$ cat config.mk
export PLATFORM = sky130hd
export DESIGN_NAME = clk_enable_gen
export DESIGN_NICKNAME = d
export VERILOG_FILES = /design/src/rtl/clk_enable_gen.sv
export SDC_FILE = /design/constraint.sdc
export NUM_CORES = 1
export LEC_CHECK = 0
export ABC_AREA = 1
export CORE_UTILIZATION = 65
export DETAILED_ROUTE_END_ITERATION = 12
export HOLD_SLACK_MARGIN = 0.03
export PLACE_DENSITY = 0.88
export REMOVE_ABC_BUFFERS = 1
export SYNTH_ARGS = -nofsm -noshare
export SYNTH_HDL_FRONTEND = slang
export SYNTH_SLANG_ARGS = --single-unit
$ cat constraint.sdc
create_clock -name clkin -period 3.65 [get_ports clkin]
set_input_delay 0.73 -clock clkin [delete_from_list [all_inputs] [get_ports clkin]]
set_output_delay 0.73 -clock clkin [all_outputs]
set_load 0.05 [all_outputs]
$ cat src/rtl/clk_enable_gen.sv
// -----------------------------------------------------------------------------
// clk_enable_gen
//
// Lock-qualified reset sequencer and multi-channel fractional clock-enable
// generator. It runs in the PLL output clock domain. It waits for PLL LOCK to
// be stable for LOCK_CYCLES synchronized cycles and then releases the
// downstream reset. After that, each channel emits single-cycle enable pulses
// at f_clk * inc / 2^ACC_WIDTH, using one phase accumulator per channel.
//
// Ports:
//   clkin      in   1             PLL output clock, the only clock
//   rst_n      in   1             synchronous active-low reset
//   pll_locked in   1             PLL LOCK, asynchronous to clkin
//   pause      in   1             freeze accumulators, suppress enables
//   cfg_we     in   1             increment write strobe
//   cfg_sel    in   SEL_W         target channel of the write
//   cfg_inc    in   ACC_WIDTH     new increment
//   ready      out  1             lock qualified, generator running
//   rst_out_n  out  1             synchronous active-low downstream reset
//   ce         out  CHANNELS      per-channel one-cycle enable pulses
//   lock_lost  out  1             sticky: lock dropped after ready was reached
// -----------------------------------------------------------------------------
module clk_enable_gen #(
    parameter int CHANNELS    = 2,
    parameter int ACC_WIDTH   = 16,
    parameter logic [CHANNELS*ACC_WIDTH-1:0] INC_INIT = {16'd17596, 16'd5865},
    parameter int LOCK_CYCLES = 1024,
    parameter int SEL_W       = (CHANNELS > 1) ? $clog2(CHANNELS) : 1
) (
    input  logic                  clkin,
    input  logic                  rst_n,
    input  logic                  pll_locked,
    input  logic                  pause,
    input  logic                  cfg_we,
    input  logic [SEL_W-1:0]      cfg_sel,
    input  logic [ACC_WIDTH-1:0]  cfg_inc,
    output logic                  ready,
    output logic                  rst_out_n,
    output logic [CHANNELS-1:0]   ce,
    output logic                  lock_lost
);

    typedef enum logic {
        ST_WAIT = 1'b0,
        ST_RUN  = 1'b1
    } state_t;

    localparam int                CNT_W    = (LOCK_CYCLES > 1) ? $clog2(LOCK_CYCLES) : 1;
    localparam logic [CNT_W-1:0]  CNT_LAST = CNT_W'(LOCK_CYCLES - 1);
    localparam logic [SEL_W:0]    SEL_LIM  = (SEL_W + 1)'(CHANNELS);

    logic                  lock_meta_r;
    logic                  lock_sync_r;
    state_t                state_r;
    logic [CNT_W-1:0]      lock_cnt_r;
    logic                  ready_r;
    logic                  rst_out_n_r;
    logic                  lock_lost_r;
    logic [CHANNELS-1:0]   ce_r;
    logic [ACC_WIDTH-1:0]  acc_r [CHANNELS];
    logic [ACC_WIDTH-1:0]  inc_r [CHANNELS];
    logic [ACC_WIDTH:0]    sum_s [CHANNELS];
    logic                  run_s;
    logic                  sel_ok_s;

    // Two-flop synchronizer for the asynchronous PLL lock.
    always_ff @(posedge clkin) begin
        if (!rst_n) begin
            lock_meta_r <= 1'b0;
            lock_sync_r <= 1'b0;
        end else begin
            lock_meta_r <= pll_locked;
            lock_sync_r <= lock_meta_r;
        end
    end

    // Lock qualifier: count consecutive synchronized-lock cycles, then run.
    always_ff @(posedge clkin) begin
        if (!rst_n) begin
            state_r     <= ST_WAIT;
            lock_cnt_r  <= {CNT_W{1'b0}};
            ready_r     <= 1'b0;
            lock_lost_r <= 1'b0;
            rst_out_n_r <= 1'b0;
        end else begin
            rst_out_n_r <= ready_r;
            case (state_r)
                ST_WAIT: begin
                    if (!lock_sync_r) begin
                        // Any drop restarts qualification from zero.
                        lock_cnt_r <= {CNT_W{1'b0}};
                    end else if (lock_cnt_r == CNT_LAST) begin
                        state_r    <= ST_RUN;
                        ready_r    <= 1'b1;
                        lock_cnt_r <= {CNT_W{1'b0}};
                    end else begin
                        lock_cnt_r <= lock_cnt_r + CNT_W'(1);
                    end
                end
                ST_RUN: begin
                    if (!lock_sync_r) begin
                        state_r     <= ST_WAIT;
                        ready_r     <= 1'b0;
                        lock_lost_r <= 1'b1;
                    end else begin
                        ready_r     <= 1'b1;
                    end
                end
                default: begin
                    state_r    <= ST_WAIT;
                    ready_r    <= 1'b0;
                    lock_cnt_r <= {CNT_W{1'b0}};
                end
            endcase
        end
    end

    // Accumulate qualifier and per-channel add with carry-out.
    // ready_r alone lags the lock drop by one edge. The synchronized lock is
    // therefore also required, so enables are already forced low on the edge
    // where ready falls.
    always_comb begin
        run_s    = ready_r & lock_sync_r;
        sel_ok_s = ({1'b0, cfg_sel} < SEL_LIM);
        for (int i = 0; i < CHANNELS; i++) begin
            sum_s[i] = {1'b0, acc_r[i]} + {1'b0, inc_r[i]};
        end
    end

    // Phase accumulators and registered enable pulses.
    always_ff @(posedge clkin) begin
        if (!rst_n) begin
            ce_r <= {CHANNELS{1'b0}};
            for (int i = 0; i < CHANNELS; i++) begin
                acc_r[i] <= {ACC_WIDTH{1'b0}};
            end
        end else begin
            for (int i = 0; i < CHANNELS; i++) begin
                if (!run_s) begin
                    acc_r[i] <= {ACC_WIDTH{1'b0}};
                    ce_r[i]  <= 1'b0;
                end else if (pause) begin
                    // Phase is held so the long-run rate stays exact.
                    ce_r[i]  <= 1'b0;
                end else begin
                    acc_r[i] <= sum_s[i][ACC_WIDTH-1:0];
                    ce_r[i]  <= sum_s[i][ACC_WIDTH];
                end
            end
        end
    end

    // Increment registers. Writes are accepted in any state, and the phase
    // is not touched. A carry computed on the write edge still used the old
    // increment.
    always_ff @(posedge clkin) begin
        if (!rst_n) begin
            for (int i = 0; i < CHANNELS; i++) begin
                inc_r[i] <= INC_INIT[i*ACC_WIDTH +: ACC_WIDTH];
            end
        end else if (cfg_we && sel_ok_s) begin
            inc_r[cfg_sel] <= cfg_inc;
        end
    end

    assign ready     = ready_r;
    assign rst_out_n = rst_out_n_r;
    assign ce        = ce_r;
    assign lock_lost = lock_lost_r;

endmodule

==> impl_metrics.yaml <==
die:
  chipWidth_um: 89.0
  fp.dieH_um: 89.0
  rows: 31
  io_pins: 27
  design.core.area_um2: 7290
  initial_utilization_pct: 67.5
  design.die.area_um2: 7920
cells_and_area:
  nets: 716
  area_growth_pct: 11.1
  fin_area_um2: 5470
  fillers: 562
  final_cells: 763
  diodes: 0
  drive_gt1_share_pct: 5.57
routing:
  drt-pass1-iter-count: 5
  drc_errors: 0
  drt_iter0_markers: 284
  post_drt_wl_per_cell_um: 14.2
  ant_nets: 0
  wirelength_um: 10900
  num_vias: 4145
  drt-vias-per-instance: 5.43
cts:
  holdBufCountCts: 0
  root_buffer: "clkbuf_8"
  cts_buffers: 9
  worst_setup_hold_path_clk_slew_ns: 0.09
  clk_path_buf_depth: 2
  post_cts_buffers: 0
  htree_levels: 3
  clkSinkCount: 82
  cts_tree: "done"
  cts_resized: 0
  clk_latency_ns: 0.35
sta:
  max_clock_freq_ghz: 0.341
  relSlewSlack_pct: 48.6
  whs_ns: 0.451
  fin_skew_ns: 0.0100
  drv_slew: 0
  timing.final.hold_violations: 0
  post-route-period-util_pct: 80.3
  worst_pin_slew_ns: 0.769
  setup_viol: 0
  setup_tns_ns: 0
  rsz0062_at_grt: "no"
  finalCriticalPeriod_ns: 2.93
grt:
  grt_usage_pct: 30.6
  grt_pass1_vias: 4005
  antenna_found_initial: 0
  grt_pass1_wl_um: 18100
  grt_max_degree: 17
  overflow: 0
yosys:
  synth-seq-cells: 82
  ys_types: 37
  synth-edff-count: 64
  syn_inst: 627
  synthTopCellsByArea: "edfxtp_1, nand2_1, ha_1"
  ys_warn_count: 0
  synth_ff_type: "edfxtp_1"
  syn_area_um2: 4920
  postSynthAreaPerCell_um2: 7.84
  synthArstFlopShare_pct: 0
  synth_top_cell_area_share_pct: 39.1
  yosysTopAreaCell: "edfxtp_1"
  ys_seq_area_share_pct: 46.4
hold_path:
  hp-start: "lock_meta_r"
  hold_path_class: "flop to flop"
  holdPathStages: 2
  hold_end: "lock_sync_r"
critical_path:
  cp_max_fo: 16
  reg2reg_from: "acc_r[1][0]"
  ff2ff_setup_slack_ns: 1.66
  critical_path_class: "primary input to flop"
  cp.arrival_ns: 2.92
  end_kind: "flop"
  required_ns: 3.64
  timing.rr.end: "acc_r[1][14]"
  critPathLaunchType: "primary input"
  r2r_cells: 10
power_and_ir_drop:
  power_density_nw_per_um2: 344
  ir_drop_v: 0.000318
  p_leak_nw: 2.64
place:
  port_buffers: 26
  dp_hpwl_um: 8120
  placedCellCount: 747
  placed_area_um2: 5270
  gp_congestion: 0.939
run:
  max_cap_violations: 0
outcome:
  outcome: "finished clean"
## per-stage QoR
stage               worst slack [ns]  power (mW)  utilization [%]
floorplan                       1.60        1.16                -
global placement               0.548        1.22             72.3
detailed placement             0.408        1.23             72.3
CTS                            0.763        1.88             75.0
global route                   0.540        1.94             75.0
finish                         0.718        1.88             75.0
## cell usage in the layout (no fill, tap or decap), drive strengths merged
cell type / instances
o21ai: 12
a21oi: 46
clkbuf: 10
nand2: 205
nor3: 8
o21a: 3
clkdlybuf4s50: 26
edfxtp: 64
a211oi: 1
fa: 2
nor2: 84
o22ai: 1
buf: 1
clkinv: 3
inv: 109
nor3b: 2
and2: 2
nand3b: 2
ha: 33
xnor2: 1
nand4: 3
or2: 2
dfxtp: 18
nand3: 25
a31oi: 1
## worst max-delay path, stage by stage
cell	delay, ns
clkdlybuf4s50_1	0.73
inv_1	0.33
nor3_4	0.45
inv_2	0.16
nand2_1	0.52
## worst max path at each step
stage | startpoint | endpoint | slack, ns | cells after the start
floorplan | rst_n | inc_r[0][0] | 1.60 | 4
detailed placement | rst_n | inc_r[0][14] | 0.41 | 5
CTS | rst_n | inc_r[0][12] | 0.76 | 5
global route | rst_n | inc_r[0][7] | 0.54 | 5
global placement | rst_n | inc_r[0][13] | 0.55 | 5
finish | rst_n | inc_r[0][12] | 0.72 | 5
## where the power goes
part           switching [mW]  total [mW]  internal (mW)
clock                   0.369       0.665          0.296
combinational           0.105       0.164         0.0589
sequential             0.0184        1.05           1.03
## registers in the layout (all words and copies together) (netlist names)
register / flops
ready: 1
inc_r: 32
state_r: 1
ce: 2
rst_out_n: 1
lock_cnt_r: 10
lock_lost: 1
lock_sync_r: 1
lock_meta_r: 1
acc_r: 32
## cell type report
cell class	count	area [um^2]	area share (%)
timing repair buffer	27	268	4.90
clock inverter	6	46.3	0.847
multi-input combinational	433	2200	40.2
inverter	106	398	7.28
tap	99	124	2.27
sequential	82	2280	41.7
clock buffer	10	149	2.72
## synth_stat cells, types with 4 or more instances
master and instances:
nor2_1 80, edfxtp_1 64, nor3_1 7, o21ai_2 5, nand2_1 203, o21ai_0 6, ha_1 33, dfxtp_1 18
inv_1 102, nand3_1 24, a21oi_1 44, inv_2 4
## routing by layer
metal  wire, um  up-vias  GRT usage, %
met5          0        -             0
met4        326        0          13.0
met3        711       35          6.56
met2       5100      168          51.1
met1       4720     1878          38.9
li1           -     2064             -
## cells by family after synthesis
kind of cell    synth area share, %
flops                          46.4
xor+xnor                      0.178
fa+ha+maj                      9.21
buf+inv                        8.88
simple gates                   28.0
compound gates                 7.30
(Power assumes the default switching activity.)
==> variant 1: new RTL, config.mk and constraints unchanged <==
Change the parameter `CHANNELS` from 2 to 4.
--- a/src/rtl/clk_enable_gen.sv
+++ b/src/rtl/clk_enable_gen.sv
@@ -22,5 +22,5 @@
 // -----------------------------------------------------------------------------
 module clk_enable_gen #(
-    parameter int CHANNELS    = 2,
+    parameter int CHANNELS    = 4,
     parameter int ACC_WIDTH   = 16,
     parameter logic [CHANNELS*ACC_WIDTH-1:0] INC_INIT = {16'd17596, 16'd5865},
Ports: changed (resized ce and cfg_sel); port bits go from 27 to 30. The function was not compared with the original's and may differ.
==> variant 1 against the unedited design <==
- cell area rose by 84%
- first-iteration DRC count grew 140%
- count of clock-buffer cells in the layout increased by 9
- hold slack worse by 39 ps
- synthesized area rose by 82%
- sequential cell count grew 66
- cell count rose by 79%
- maximum frequency increased by 16%
- die area up 80%
- sequential share of layout area up 0.42 points
- routed wire length grew 98%
- global-route usage grew 1.1 points
- power is 120% higher
- setup slack better by 410 ps
==> variant 1: results (changes against the unedited design) <==
ranking of synthesized cells by area=edfxtp_1 43%, nand2_1 15%, ha_1 9.1%; CTS Buf Count=17 (+8); HPWL after DPL=15200 um (+87%); Worst Setup EP=inc_r[0][10]$_SDFFCE_PN1P_; sequential area share after synthesis=0.475 (+0.0107); RR Startpoint=inc_r[1][2]$_SDFFCE_PN1P_; placer congestion estimate=0.928 (-1.2%); Layout fillers=924 (+64%); critical path arrival=2580 ps (-340 ps); Net Sw Frac=0.230 (-0.0319); vias in the first global route=7370 (+84%); first-pass GRT wire length=34600 um (+92%); Total GRT Usage=0.317 (+0.0106); max_slew headroom=0.488 (+0.00169); Nets=1270 (+77%); top cell family by delay on the critical path=simple AND/OR/NAND/NOR gates; Worst Reg-to-Reg Cells=8 (-2); CTS Root Buffer Type=clkbuf_16; synth unique cells=32 (-14%); clock skew=12.1 ps (+2.01 ps); number of H-tree levels=4 (+1); worst-skew pair later-pin latency=430 ps (+80 ps); Post-synth EDFFs=128 (+100%); R2R Path End=acc_r[1][12]$_SDFFCE_PN0P_; outcome=complete, no violations; leakage=4.94 nW (+87%); Vias=7704 (+86%); pre-CTS setup slack=706 ps (+298 ps)
==> variant 1: how the worst min path moves through the flow <==
| stage | slack (ps) | end | cells after the start | start |
|---|---|---|---|---|
| CTS | 410 | lock_sync_r$_SDFF_PN0_ | 2 | lock_meta_r$_SDFF_PN0_ |
| global route | 430 | lock_sync_r$_SDFF_PN0_ | 2 | lock_meta_r$_SDFF_PN0_ |
| finish | 410 | lock_sync_r$_SDFF_PN0_ | 2 | lock_meta_r$_SDFF_PN0_ |
| global placement | 400 | lock_sync_r$_SDFF_PN0_ | 2 | lock_meta_r$_SDFF_PN0_ |
| detailed placement | 400 | lock_sync_r$_SDFF_PN0_ | 2 | lock_meta_r$_SDFF_PN0_ |
| floorplan | 390 | lock_sync_r$_SDFF_PN0_ | 2 | lock_meta_r$_SDFF_PN0_ |
==> variant 1: through the flow <==
stage	instances	instance area [um2]
3_5_place_dp	1335	9440
5_1_grt	1367	10100
2_1_floorplan	1125	8870
6_report	1367	10100
4_1_cts	1367	10100
3_3_place_gp	1335	9440
==> variant 1: logic make-up after synthesis <==
logic type / Yosys count / share of synthesized area
compound gates: 122 / 0.0708
flops: 148 / 0.475
simple gates: 593 / 0.265
fa+ha+maj: 69 / 0.0999
xor+xnor: 1 / 0.000980
buf+inv: 202 / 0.0887
==> variant 1: layout make-up <==
cell class	instances	area, um2	area share
well taps	176	220	0.0219
flip-flops and latches	148	4240	0.422
multi-input cells	785	3910	0.388
clock buffers	19	443	0.0440
repair buffers	34	353	0.0351
inverters	192	721	0.0716
clock inverters	13	179	0.0178
==> variant 1: routing by layer <==
layer  vias up  share of wire  routed length [um]  GRT usage
met5         -              0                   0          0
met4         0          0.034                 723      0.150
met3        73          0.085                1830     0.0580
met2       397           0.48               10400      0.539
met1      3498           0.40                8520      0.389
li1       3736              -                   -          -
==> variant 1: power groups by stage <==
| stage | Sequential (mW) | Combinational [mW] | Clock [mW] |
|---|---|---|---|
| floorplan | 1.93 | 0.180 | 0 |
| global route | 1.92 | 0.309 | 1.94 |
| detailed placement | 1.95 | 0.267 | 0 |
| finish | 1.92 | 0.277 | 1.88 |
| global placement | 1.95 | 0.254 | 0 |
| CTS | 1.92 | 0.272 | 1.87 |
==> variant 1: worst min-delay path, delay by kind of cell (launching register included) <==
kind / cells / cell delay, ps
and+or+nand+nor: 1 / 40
buffers and inverters: 1 / 40
DFF: 1 / 300
==> variant 2: new RTL, same settings <==
Without the edit above. Register the inputs `cfg_we`, `cfg_sel` and `cfg_inc` before use, with the module's reset. The logic sees them one clock later. The other inputs are not delayed to match.
--- a/src/rtl/clk_enable_gen.sv
+++ b/src/rtl/clk_enable_gen.sv
@@ -49,4 +49,20 @@
     localparam logic [CNT_W-1:0]  CNT_LAST = CNT_W'(LOCK_CYCLES - 1);
     localparam logic [SEL_W:0]    SEL_LIM  = (SEL_W + 1)'(CHANNELS);
+
+    logic cfg_we_q;
+    logic [SEL_W-1:0] cfg_sel_q;
+    logic [ACC_WIDTH-1:0] cfg_inc_q;
+
+    always_ff @(posedge clkin) begin
+        if (!rst_n) begin
+            cfg_we_q  <= '0;
+            cfg_sel_q <= '0;
+            cfg_inc_q <= '0;
+        end else begin
+            cfg_we_q  <= cfg_we;
+            cfg_sel_q <= cfg_sel;
+            cfg_inc_q <= cfg_inc;
+        end
+    end
 
     logic                  lock_meta_r;
@@ -122,5 +138,5 @@
     always_comb begin
         run_s    = ready_r & lock_sync_r;
-        sel_ok_s = ({1'b0, cfg_sel} < SEL_LIM);
+        sel_ok_s = ({1'b0, cfg_sel_q} < SEL_LIM);
         for (int i = 0; i < CHANNELS; i++) begin
             sum_s[i] = {1'b0, acc_r[i]} + {1'b0, inc_r[i]};
@@ -159,6 +175,6 @@
                 inc_r[i] <= INC_INIT[i*ACC_WIDTH +: ACC_WIDTH];
             end
-        end else if (cfg_we && sel_ok_s) begin
-            inc_r[cfg_sel] <= cfg_inc;
+        end else if (cfg_we_q && sel_ok_s) begin
+            inc_r[cfg_sel_q] <= cfg_inc_q;
         end
     end
Formal check against the unedited RTL: no difference found for any inputs over 10 cycles, from zero or initial values and one cycle with rst_n low; that may be too few to reach the edited logic, so the function may still have changed.
==> variant 2 against the unedited design <==
- global-route usage fell by 2.7 points
- clock skew rose by 3.4 ps
- setup slack improved by 420 ps
- cell area rose by 8.1%
- die area rose by 9.1%
- power rose by 6.0%
- core utilization rose by 0.37 points
- synthesized area rose by 9.3%
- register-to-register slack got worse by 40 ps
- first-iteration DRC count rose by 8.1%
- sequential power rose by 17%
- critical path depth did not move
- routed wire length rose by 1.2%
- sequential cell count rose by 18
==> variant 2: results (changes against the unedited design) <==
Synth Area in Adders=0.0843 (-0.00782); initial DRC count=307 (+8.1%); outcome=complete, no violations; Synth Area in XOR/XNOR=0.00163 (-0.000151); placed cell areas=5740 um2 (+8.8%); placed cells=804 (+7.6%); Reg2Reg Setup Slack=1620 ps (-40 ps); synth unique cells=34 (-8.1%); delay of the slowest critical-path stage=510 ps (-220 ps); Worst Reg-to-Reg Cells=10 (unchanged); antenna violations before repair=0 (unchanged); clock skew=13.4 ps (+3.35 ps); Crit-path slowest cell=nand2_1; first-pass GRT wire length=18700 um (+3.5%); Pwr per Cell Area=337 nW/um2 (-2.0%); ranking of synthesized cells by area=edfxtp_1 36%, nand2_1 15%, dfxtp_1 13%; Total GRT Usage=0.279 (-0.0270); Synth top cells by count=219 x nand2_1, 121 x inv_1, 82 x nor2_1, 64 x edfxtp_1, 47 x a21oi_1; compound-cell area share of the yosys netlist=0.0652 (-0.00783); Logic power comb=0.112 mW (-32%); Seq. pwr=1.23 mW (+17%); Worst Setup EP=inc_r[0][9]$_SDFFCE_PN1P_; worst-margin pin slew=765 ps (-3.42 ps); DRT Wirelength=11000 um (+1.2%); fraction of registers with async set/reset=0 (unchanged); Non-Filler Instances=820 (+7.5%); worst-skew pair later-pin latency=between 300 and 400 ps; post-synthesis cell count=682 (+8.8%); sequential area share after synthesis=0.492 (+0.0276); critical path arrival=2510 ps (-410 ps); pre-CTS setup slack=785 ps (+377 ps); layout cells sized above 1=0.0376 (-0.0181); placer congestion estimate=0.895 (-4.7%); top cell family by delay on the critical path=simple AND/OR/NAND/NOR gates; RR Startpoint=inc_r[1][0]$_SDFFCE_PN0P_; Nets=770 (+7.5%); Regs by FF count=acc_r x32, inc_r x32, cfg_inc_q x16; leakage=2.89 nW (+9.2%); CTS Hold Buffers Added=0 (unchanged); Clock transition at path regs=90 ps (about the same); Vias=4305 (+3.9%); vias in the first global route=4235 (+5.7%); Max IR drop VDD=0.000258 V (-19%); Pint=1.52 mW (+9.6%); CP Max Fanout=16 (unchanged); HPWL after DPL=8230 um (+1.4%); largest net degree at the start of global routing=27 (+10)
==> variant 2: routing by layer <==
metal / track usage / routed length [um] / share of wire
met4: 0.0872 / 239 / 0.022
met1: 0.343 / 4850 / 0.44
met3: 0.0575 / 592 / 0.054
met5: 0 / 0 / 0
met2: 0.490 / 5310 / 0.48
==> variant 2: cell type report <==
class | instances | area (um2)
Sequential cell | 100 | 2640
Multi-Input combinational cell | 449 | 2220
Fill cell | 571 | 1940
Inverter | 125 | 469
Timing Repair Buffer | 28 | 275
Clock buffer | 10 | 128
Tap cell | 102 | 128
Clock inverter | 6 | 48.8
==> variant 2: worst reg2reg max path, delay by kind of cell (launching register included) <==
family / cells / cell delay [ps]
simple gates: 8 / 740
fa+ha+maj: 2 / 670
flops: 1 / 390
==> variant 2: through the flow <==
step           hold WS, ps   util
3_3_place_gp           405  0.731
3_5_place_dp           408  0.731
2_1_floorplan          390      -
5_1_grt                448  0.753
6_report               430  0.753
4_1_cts                431  0.753
